===== src/rtl/noc_pe_interface.sv =====
// PE-side network interface: TX turns one neuron result into one flit per fan-out destination,
// RX checks and buffers flits ejected by the switch. Optional macro: NI_DEST_CHECK_EN.
module noc_pe_interface #(
  parameter int X_COORD    = 0,
  parameter int Y_COORD    = 0,
  parameter int DATA_WIDTH = 8,
  parameter int X_SIZE     = 2,
  parameter int Y_SIZE     = 2,
  parameter int NUM_DEST   = 4,
  parameter int RX_DEPTH   = 4,
  parameter int FW         = 2*X_SIZE+2*Y_SIZE+DATA_WIDTH,
  parameter int CW         = $clog2(NUM_DEST+1)
) (
  input  logic                              clk,
  input  logic                              rstn,
  input  logic                              tx_valid,
  input  logic [DATA_WIDTH-1:0]             tx_data,
  output logic                              tx_ready,
  output logic                              tx_done,
  input  logic [NUM_DEST*(X_SIZE+Y_SIZE)-1:0] dest_list,
  input  logic [CW-1:0]                     dest_count,
  output logic                              o_valid_sw,
  output logic [FW-1:0]                     o_data_sw,
  input  logic                              i_ready_sw,
  input  logic                              i_valid_sw,
  input  logic [FW-1:0]                     i_data_sw,
  output logic                              o_ready_sw,
  output logic                              rx_valid,
  output logic [DATA_WIDTH-1:0]             rx_data,
  output logic [X_SIZE-1:0]                 rx_src_x,
  output logic [Y_SIZE-1:0]                 rx_src_y,
  input  logic                              rx_ready,
  output logic [7:0]                        rx_drop_cnt
);

  // Every channel transfers exactly one item on a cycle where valid and ready are both high;
  // a valid producer holds valid and data steady until that cycle.
  localparam int EW = X_SIZE + Y_SIZE;
  localparam int AW = $clog2(RX_DEPTH);
  localparam int RW = DATA_WIDTH + EW;
  localparam logic [EW-1:0] SRC = {X_SIZE'(X_COORD), Y_SIZE'(Y_COORD)};

  typedef enum logic {IDLE, SEND} tx_state_e;

  tx_state_e             state_q, state_d;
  logic [CW-1:0]         idx_q, idx_d, cnt_q, cnt_d, cnt_in, idx_nxt;
  logic [DATA_WIDTH-1:0] data_q, data_d;
  logic                  valid_q, valid_d, done_q, done_d;
  logic [FW-1:0]         flit_q, flit_d;

  function automatic logic [FW-1:0] make_flit(input logic [EW-1:0] dest,
                                              input logic [DATA_WIDTH-1:0] pl);
    return {pl, SRC, dest};
  endfunction

  assign cnt_in  = (dest_count > CW'(NUM_DEST)) ? CW'(NUM_DEST) : dest_count;
  assign idx_nxt = idx_q + CW'(1);

  // tx_ready stays low during the tx_done cycle so a new result starts strictly after it.
  always_comb begin
    state_d  = state_q;
    idx_d    = idx_q;
    cnt_d    = cnt_q;
    data_d   = data_q;
    valid_d  = valid_q;
    flit_d   = flit_q;
    done_d   = 1'b0;
    tx_ready = 1'b0;
    case (state_q)
      IDLE: begin
        tx_ready = ~done_q;
        if (tx_valid && !done_q) begin
          data_d = tx_data;
          cnt_d  = cnt_in;
          idx_d  = '0;
          if (cnt_in == '0) begin
            done_d = 1'b1;
          end else begin
            state_d = SEND;
            valid_d = 1'b1;
            flit_d  = make_flit(dest_list[0 +: EW], tx_data);
          end
        end
      end
      SEND: begin
        if (i_ready_sw) begin
          if (idx_q < cnt_q - CW'(1)) begin
            idx_d  = idx_nxt;
            flit_d = make_flit(dest_list[int'(idx_nxt)*EW +: EW], data_q);
          end else begin
            valid_d = 1'b0;
            done_d  = 1'b1;
            state_d = IDLE;
          end
        end
      end
      default: state_d = IDLE;
    endcase
  end

  always_ff @(posedge clk) begin
    if (!rstn) begin
      state_q <= IDLE;
      idx_q   <= '0;
      cnt_q   <= '0;
      data_q  <= '0;
      valid_q <= 1'b0;
      flit_q  <= '0;
      done_q  <= 1'b0;
    end else begin
      state_q <= state_d;
      idx_q   <= idx_d;
      cnt_q   <= cnt_d;
      data_q  <= data_d;
      valid_q <= valid_d;
      flit_q  <= flit_d;
      done_q  <= done_d;
    end
  end

  assign o_valid_sw = valid_q;
  assign o_data_sw  = flit_q;
  assign tx_done    = done_q;

  logic [RW-1:0] mem_q [RX_DEPTH];
  logic [AW-1:0] wptr_q, rptr_q;
  logic [AW:0]   count_q;
  logic          dest_ok, accept, push, pop;
  logic [RW-1:0] head;

`ifdef NI_DEST_CHECK_EN
  assign dest_ok = (i_data_sw[EW-1:0] == SRC);
`else
  logic unused_dest;
  assign unused_dest = ^i_data_sw[EW-1:0];
  assign dest_ok     = 1'b1;
`endif

  assign o_ready_sw = (count_q != (AW+1)'(RX_DEPTH));
  assign rx_valid   = (count_q != '0);
  assign accept     = i_valid_sw & o_ready_sw;
  assign push       = accept & dest_ok;
  assign pop        = rx_valid & rx_ready;

  always_ff @(posedge clk) begin
    if (!rstn) begin
      wptr_q  <= '0;
      rptr_q  <= '0;
      count_q <= '0;
    end else begin
      if (push) wptr_q <= wptr_q + AW'(1);
      if (pop)  rptr_q <= rptr_q + AW'(1);
      if (push && !pop)      count_q <= count_q + (AW+1)'(1);
      else if (!push && pop) count_q <= count_q - (AW+1)'(1);
    end
  end

  // Only payload and source travel through the FIFO; the destination is already consumed.
  always_ff @(posedge clk) begin
    if (push) mem_q[wptr_q] <= {i_data_sw[FW-1 -: DATA_WIDTH], i_data_sw[2*EW-1:EW]};
  end

  assign head     = mem_q[rptr_q];
  assign rx_data  = head[RW-1 -: DATA_WIDTH];
  assign rx_src_x = head[EW-1:Y_SIZE];
  assign rx_src_y = head[Y_SIZE-1:0];

`ifdef NI_DEST_CHECK_EN
  logic [7:0] drop_q;
  always_ff @(posedge clk) begin
    if (!rstn)                                 drop_q <= '0;
    else if (accept && !dest_ok && drop_q != 8'hFF) drop_q <= drop_q + 8'd1;
  end
  assign rx_drop_cnt = drop_q;
`else
  assign rx_drop_cnt = 8'd0;
`endif

endmodule

===== config.mk =====
export PLATFORM = sky130hd
export DESIGN_NAME = noc_pe_interface
export DESIGN_NICKNAME = d
export VERILOG_FILES = /design/src/rtl/noc_pe_interface.sv
export SDC_FILE = /design/constraint.sdc
export NUM_CORES = 1
export LEC_CHECK = 0
export ABC_CLOCK_PERIOD_IN_PS = 6200
export CAP_MARGIN = 20
export CORE_MARGIN = 2
export CORE_UTILIZATION = 40
export CTS_BUF_LIST = sky130_fd_sc_hd__clkbuf_4 sky130_fd_sc_hd__clkbuf_8
export DETAILED_ROUTE_END_ITERATION = 7
export GPL_ROUTABILITY_DRIVEN = 1
export PLACE_DENSITY_LB_ADDON = 0.05
export SLEW_MARGIN = 20
export SYNTH_ARGS = -nofsm -noshare
export SYNTH_HDL_FRONTEND = slang
export SYNTH_SLANG_ARGS = --single-unit

===== constraint.sdc =====
create_clock -name clk -period 6.2 [get_ports clk]
set_clock_uncertainty 0.05 [all_clocks]
set_input_delay 1.86 -clock clk [delete_from_list [all_inputs] [get_ports clk]]
set_output_delay 1.86 -clock clk [all_outputs]
set_load 0.05 [all_outputs]

* Word level (Yosys, flattened, before mapping) *
Memories as Yosys holds them, arrays and structs flattened. A register that Yosys moved wholly into a read port is not among the register bits.
Cells that the tools add are included.

storage, ports and cells
  register bits after elaboration = 40
  RAM bits = 48
  output and inout bits = 41
  memories = 1

operators by class
  add/subtract/negate cells = 6
  $lt $le $gt $ge = 2
  eq/ne operators = 6
  shifts and indexed selects = 1
  multiplexer cells = 32
  bitwise operators = 4
  reductions and logical operators = 13

memory list
  name   depth  bits a word  rd ports  clocked after Yosys merged registers in  wr ports  line  source
  mem_q  4      12           1         1                                        1         125   logic [RW-1:0] mem_q [RX_DEPTH];

operators with widths
  cell                   count
  $mux W16               4
  $pmux W16 S2           1
  $mux W3                6
  $shiftx A16 B6 Y4      1
  $mux W1                15
  $ne A2 B2 Y1 const B   4
  $reduce_and A4 Y1      2
  $add A3 B1 Y3 const B  2
  $pmux W1 S2            3
  $pmux W3 S2            1
  $sub A3 B1 Y3 const B  2
  $add A2 B1 Y2 const B  2
  $mux W2                2
  $gt A3 B3 Y1 const B   1
  $logic_and A1 B1 Y1    3
  $logic_not A1 Y1       3
  $logic_not A3 Y1       1
  $lt A3 B3 Y1           1
  $ne A3 B3 Y1 const B   1
  $reduce_and A3 Y1      1
  $reduce_bool A3 Y1     1
  $and A1 B1 Y1          2
  $ne A2 B1 Y1 const B   1
  $not A1 Y1             2
  other kinds (2)        2

* Depth between registers and ports, before layout *
  depth in word-level cells = 6
  depth in mapped cells = 9
  depth with buffers taken out = 8

* Least setup slack after synthesis *
Ideal clock, no wire load.

  path type = input port to flip-flop
  start point = input port i_valid_sw
  end point = register count_q[2]
  setup time = 76 ps
  arrival = 3471 ps
  required time = 6074 ps
  setup slack = 2604 ps
  stages on the path = 7
  cells stage by stage = a21boi_1 -> ha_1 -> inv_1 -> fa_1 -> xor2_1 -> or3_1 -> a21boi_0

between the ends
  word-level cells in the longest chain between the ends = 4
  elaborated cells on any way between the ends = 6
  classes of those cells = mux: 1; bitwise: 1; reduce/logical: 4

RTL lines
  item                          line  source
  from (decl)                   25    input logic i_valid_sw,
  $and A1 B1 Y1 (*)             141   assign accept = i_valid_sw & o_ready_sw;
  $logic_not A1 Y1              154   else if (!push && pop) count_q <= count_q - (AW+1)'(1);
  $logic_and A1 B1 Y1           154
  $reduce_bool A2 Y1 (no line)  -
  to (signal assigned)          153   if (push && !pop) count_q <= count_q + (AW+1)'(1);
  to (signal assigned)          154
  to (decl)                     127   logic [AW:0] count_q;

Mark *: on every way between the ends. The rest lies on a longest branch, timed or not.
A chain may end at the register's enable or synchronous reset.

==> load_flow_metrics.sql <==
INSERT INTO impl_metrics (metric_group, metric, value, unit) VALUES
('power', 'pwr-share-clk', '23.0', '%'),
('final_layout', 'num-fill-cells', '837', ''),
('drt', 'detailedRoute.firstPassIterationCount', '4', ''),
('power', 'ir_worst_vdd', '169', 'uV'),
('floorplanning', 'coreArea', '9200', 'sq um'),
('floorplanning', 'die_w', '101', 'um'),
('power', 'power.switching', '597', 'uW'),
('global_route', 'antenna_found_initial', '0', ''),
('floorplanning', 'die_y', '101', 'um'),
('clocking', 'ctsRootBufferMaster', 'clkbuf_8', ''),
('drt', 'mean_number_of_vias_per_cell', '4.98', ''),
('global_route', 'grt_use_met1', '21.9', '%'),
('outcome', 'status', 'complete, no violations', ''),
('global_route', 'global_route.overflow_total', '0', ''),
('worst_setup_path', 'critPathKind', 'reg2out', ''),
('placement', 'dp_cells', '454', ''),
('drt', 'vias', '2335', ''),
('power', 'p_per_area', '357', 'nW/um^2'),
('final_layout', 'utilization', '51.6', '%'),
('clocking', 'clock_net_sink_count', '86', ''),
('final_layout', 'diodes', '0', ''),
('sta', 'period_share', '71.9', '%'),
('worst_setup_path', 'worstPathArrival', '2.55', 'ns'),
('final_layout', 'nNetsFinal', '413', ''),
('floorplanning', 'io_pins', '90', ''),
('hold_path', 'min_path_type', 'reg2reg', ''),
('yosys', 'syn-instance-count', '282', ''),
('global_route', 'grt_first_pass_wirelength', '11800', 'um'),
('global_route', 'global_route.usage.met2', '22.5', '%'),
('clocking', 'cts_buffer_depth', '2', ''),
('worst_setup_path', 'path_cells', 'mux4_2 > clkdlybuf4s50_1', ''),
('drt', 'drt_iter0_drc', '121', ''),
('placement', 'gp_congestion', '0.771', ''),
('drt', 'route.detailed.wl_per_inst', '15.5', 'um'),
('floorplanning', 'fp.dieArea', '10300', 'sq um'),
('global_route', 'grt_start_max_net_pins', '38', ''),
('power', 'power', '1700', 'uW'),
('power', 'pwr-share-seq', '43.0', '%'),
('clocking', 'cts_buffers', '9', ''),
('clocking', 'hold_buffers', '0', ''),
('final_layout', 'finalNonFillerCells', '469', ''),
('floorplanning', 'row_count', '35', ''),
('worst_setup_path', 'critical_path.slowest_cell', 'dfxtp_1', ''),
('power', 'p_sw_share', '35.2', '%'),
('yosys', 'yosys_most_used_dff', 'edfxtp_1', ''),
('placement', 'dp.final_hpwl', '4920', 'um'),
('global_route', 'via_count_of_the_first_global_routing_pass', '2364', ''),
('job', 'drv_cap', '0', ''),
('placement', 'numPortBuffers', '73', ''),
('sta', 'hold_viol', '0', ''),
('sta', 'post-route-min-period', '4.46', 'ns'),
('clocking', 'clkLatencyLatePin', '0.34', 'ns'),
('worst_setup_path', 'cp_max_fo', '12', ''),
('drt', 'routed_wirelength', '7280', 'um'),
('yosys', 'portion_of_the_post_synthesis_area_used_by_sequential_elements', '58.1', '%'),
('sta', 'slew_viol_final', '0', ''),
('global_route', 'routing_layer_with_the_top_usage_in_global_route', 'met2', ''),
('yosys', 'syn_area', '3790', 'sq um'),
('worst_setup_path', 'slowest_delay', '0.87', 'ns'),
('sta', 'timing_worst_slew_pin_value', '0.837', 'ns'),
('yosys', 'synth_edf_count', '48', ''),
('drt', 'route.antenna.remaining_nets', '0', ''),
('power', 'power.static_leakage', '0.00175', 'uW'),
('sta', 'setup_tns', '0', 'ns'),
('power', 'combPwrFrac', '34.0', '%'),
('sta', 'layout_setup_ws', '1.74', 'ns'),
('global_route', 'groute.layer.met3.usage', '3.04', '%'),
('clocking', 'clk_transition_reported_paths', '0.08', 'ns'),
('sta', 'max_freq', '224', 'MHz'),
('worst_setup_path', 'data_required_time_of_the_critical_path', '4.29', 'ns'),
('placement', 'pre_cts_ws', '1.89', 'ns');
layout by cell type (no fill, tap or decap), drive strengths merged, types with 2 or more instances in the layout:
| cell type | n |
|---|---|
| a21boi | 15 |
| a21o | 2 |
| a21oi | 7 |
| a31oi | 4 |
| and2 | 10 |
| buf | 4 |
| clkbuf | 9 |
| clkdlybuf4s50 | 73 |
| clkinvlp | 3 |
| conb | 12 |
| dfxtp | 38 |
| edfxtp | 48 |
| ha | 9 |
| inv | 7 |
| mux2i | 10 |
| mux4 | 16 |
| nand2 | 26 |
| nand3 | 2 |
| nand3b | 2 |
| nand4b | 2 |
| nor2 | 6 |
| nor2b | 6 |
| nor3 | 2 |
| o211a | 9 |
| o21a | 4 |
| o21ai | 10 |
| o31ai | 4 |
| or2 | 2 |
| or3 | 2 |
| xnor2 | 6 |
registers in the layout, indices dropped and copies added, names as in the netlist, named ones only:
| signal | count |
|---|---|
| cnt_q | 3 |
| count_q | 3 |
| data_q | 8 |
| idx_q | 3 |
| mem_q | 48 |
| o_data_sw | 12 |
| o_valid_sw | 1 |
| rptr_q | 2 |
| state_q | 1 |
| tx_done | 1 |
| wptr_q | 2 |
logic make-up (layout without fill, tap and decap cells):
group	Yosys count	in the layout	share of synthesized area (%)
DFF	86	86	58.1
and+or+nand+nor	63	63	8.72
AOI/OAI and AO/OA	57	57	10.7
buffers and inverters	32	97	5.09
muxes	26	26	12.2
adders and majority gates	10	10	3.50
xor gates and xnor gates	7	7	1.62
other	1	12	0.0990
worst paths after layout:
check | start | endpoint | cells past startpoint | slack (ns)
max reg2reg | count_q[0]$_SDFFE_PN0P_ | count_q[2]$_SDFFE_PN0P_ | 8 | 3.73
min | data_q[4]$_SDFFE_PN0P_ | data_q[4]$_SDFFE_PN0P_ | 2 | 0.42
min reg2reg | data_q[4]$_SDFFE_PN0P_ | data_q[4]$_SDFFE_PN0P_ | 2 | 0.42
max | register | rx_data[2] | 2 | 1.74
cell type report:
class	instances	area [sq um]	share of cell area (%)
flip-flops and latches	86	2200	46.4
multi-input cells	175	1440	30.2
repair buffers	77	761	16.0
well taps	111	139	2.92
clock buffers	9	124	2.61
clock inverters	6	70.1	1.48
inverters	5	18.8	0.395
synthesized netlist by cell type (5+ instances only):
library cell  instances  area share (%)
mux4_2               16             9.5
buf_4                14             2.8
dfxtp_1              38              20
edfxtp_1             48              38
inv_1                 5            0.50
clkbuf_1              7            0.69
xnor2_1               6             1.4
a21oi_1               7            0.92
ha_1                  9             3.0
a21boi_0             14             2.8
o211a_1               9             2.4
nor2_1                5            0.50
mux2i_1              10             2.6
o21ai_0              10             1.3
nor2b_1               6            0.99
and2_1               10             1.7
nand2_1              26             2.6
per-stage QoR:
step	hold WS, ns	cell area, sq um
floorplan	0.391	3830
global route	0.434	4750
global placement	0.400	4560
detailed placement	0.414	4560
CTS	0.426	4750
finish	0.422	4750
per-layer routing:
| layer | vias up | wire length (um) |
|---|---|---|
| li1 | 1157 | - |
| met1 | 1110 | 3630 |
| met2 | 56 | 3240 |
| met3 | 12 | 267 |
| met4 | 0 | 147 |
| met5 | - | 0 |
critical path, delay by kind of cell, from the launching register on:
family	cells	cell delay (ns)
flip-flops	1	0.87
buffers and inverters	1	0.72
multiplexers	1	0.61
power groups by stage:
stage	sequential, uW	clock [uW]	combinational, uW
2_1_floorplan	744	0	408
3_3_place_gp	745	0	578
3_5_place_dp	747	0	581
4_1_cts	734	399	584
5_1_grt	743	424	616
6_report	730	390	577
Power figures use the tool's default switching activity.
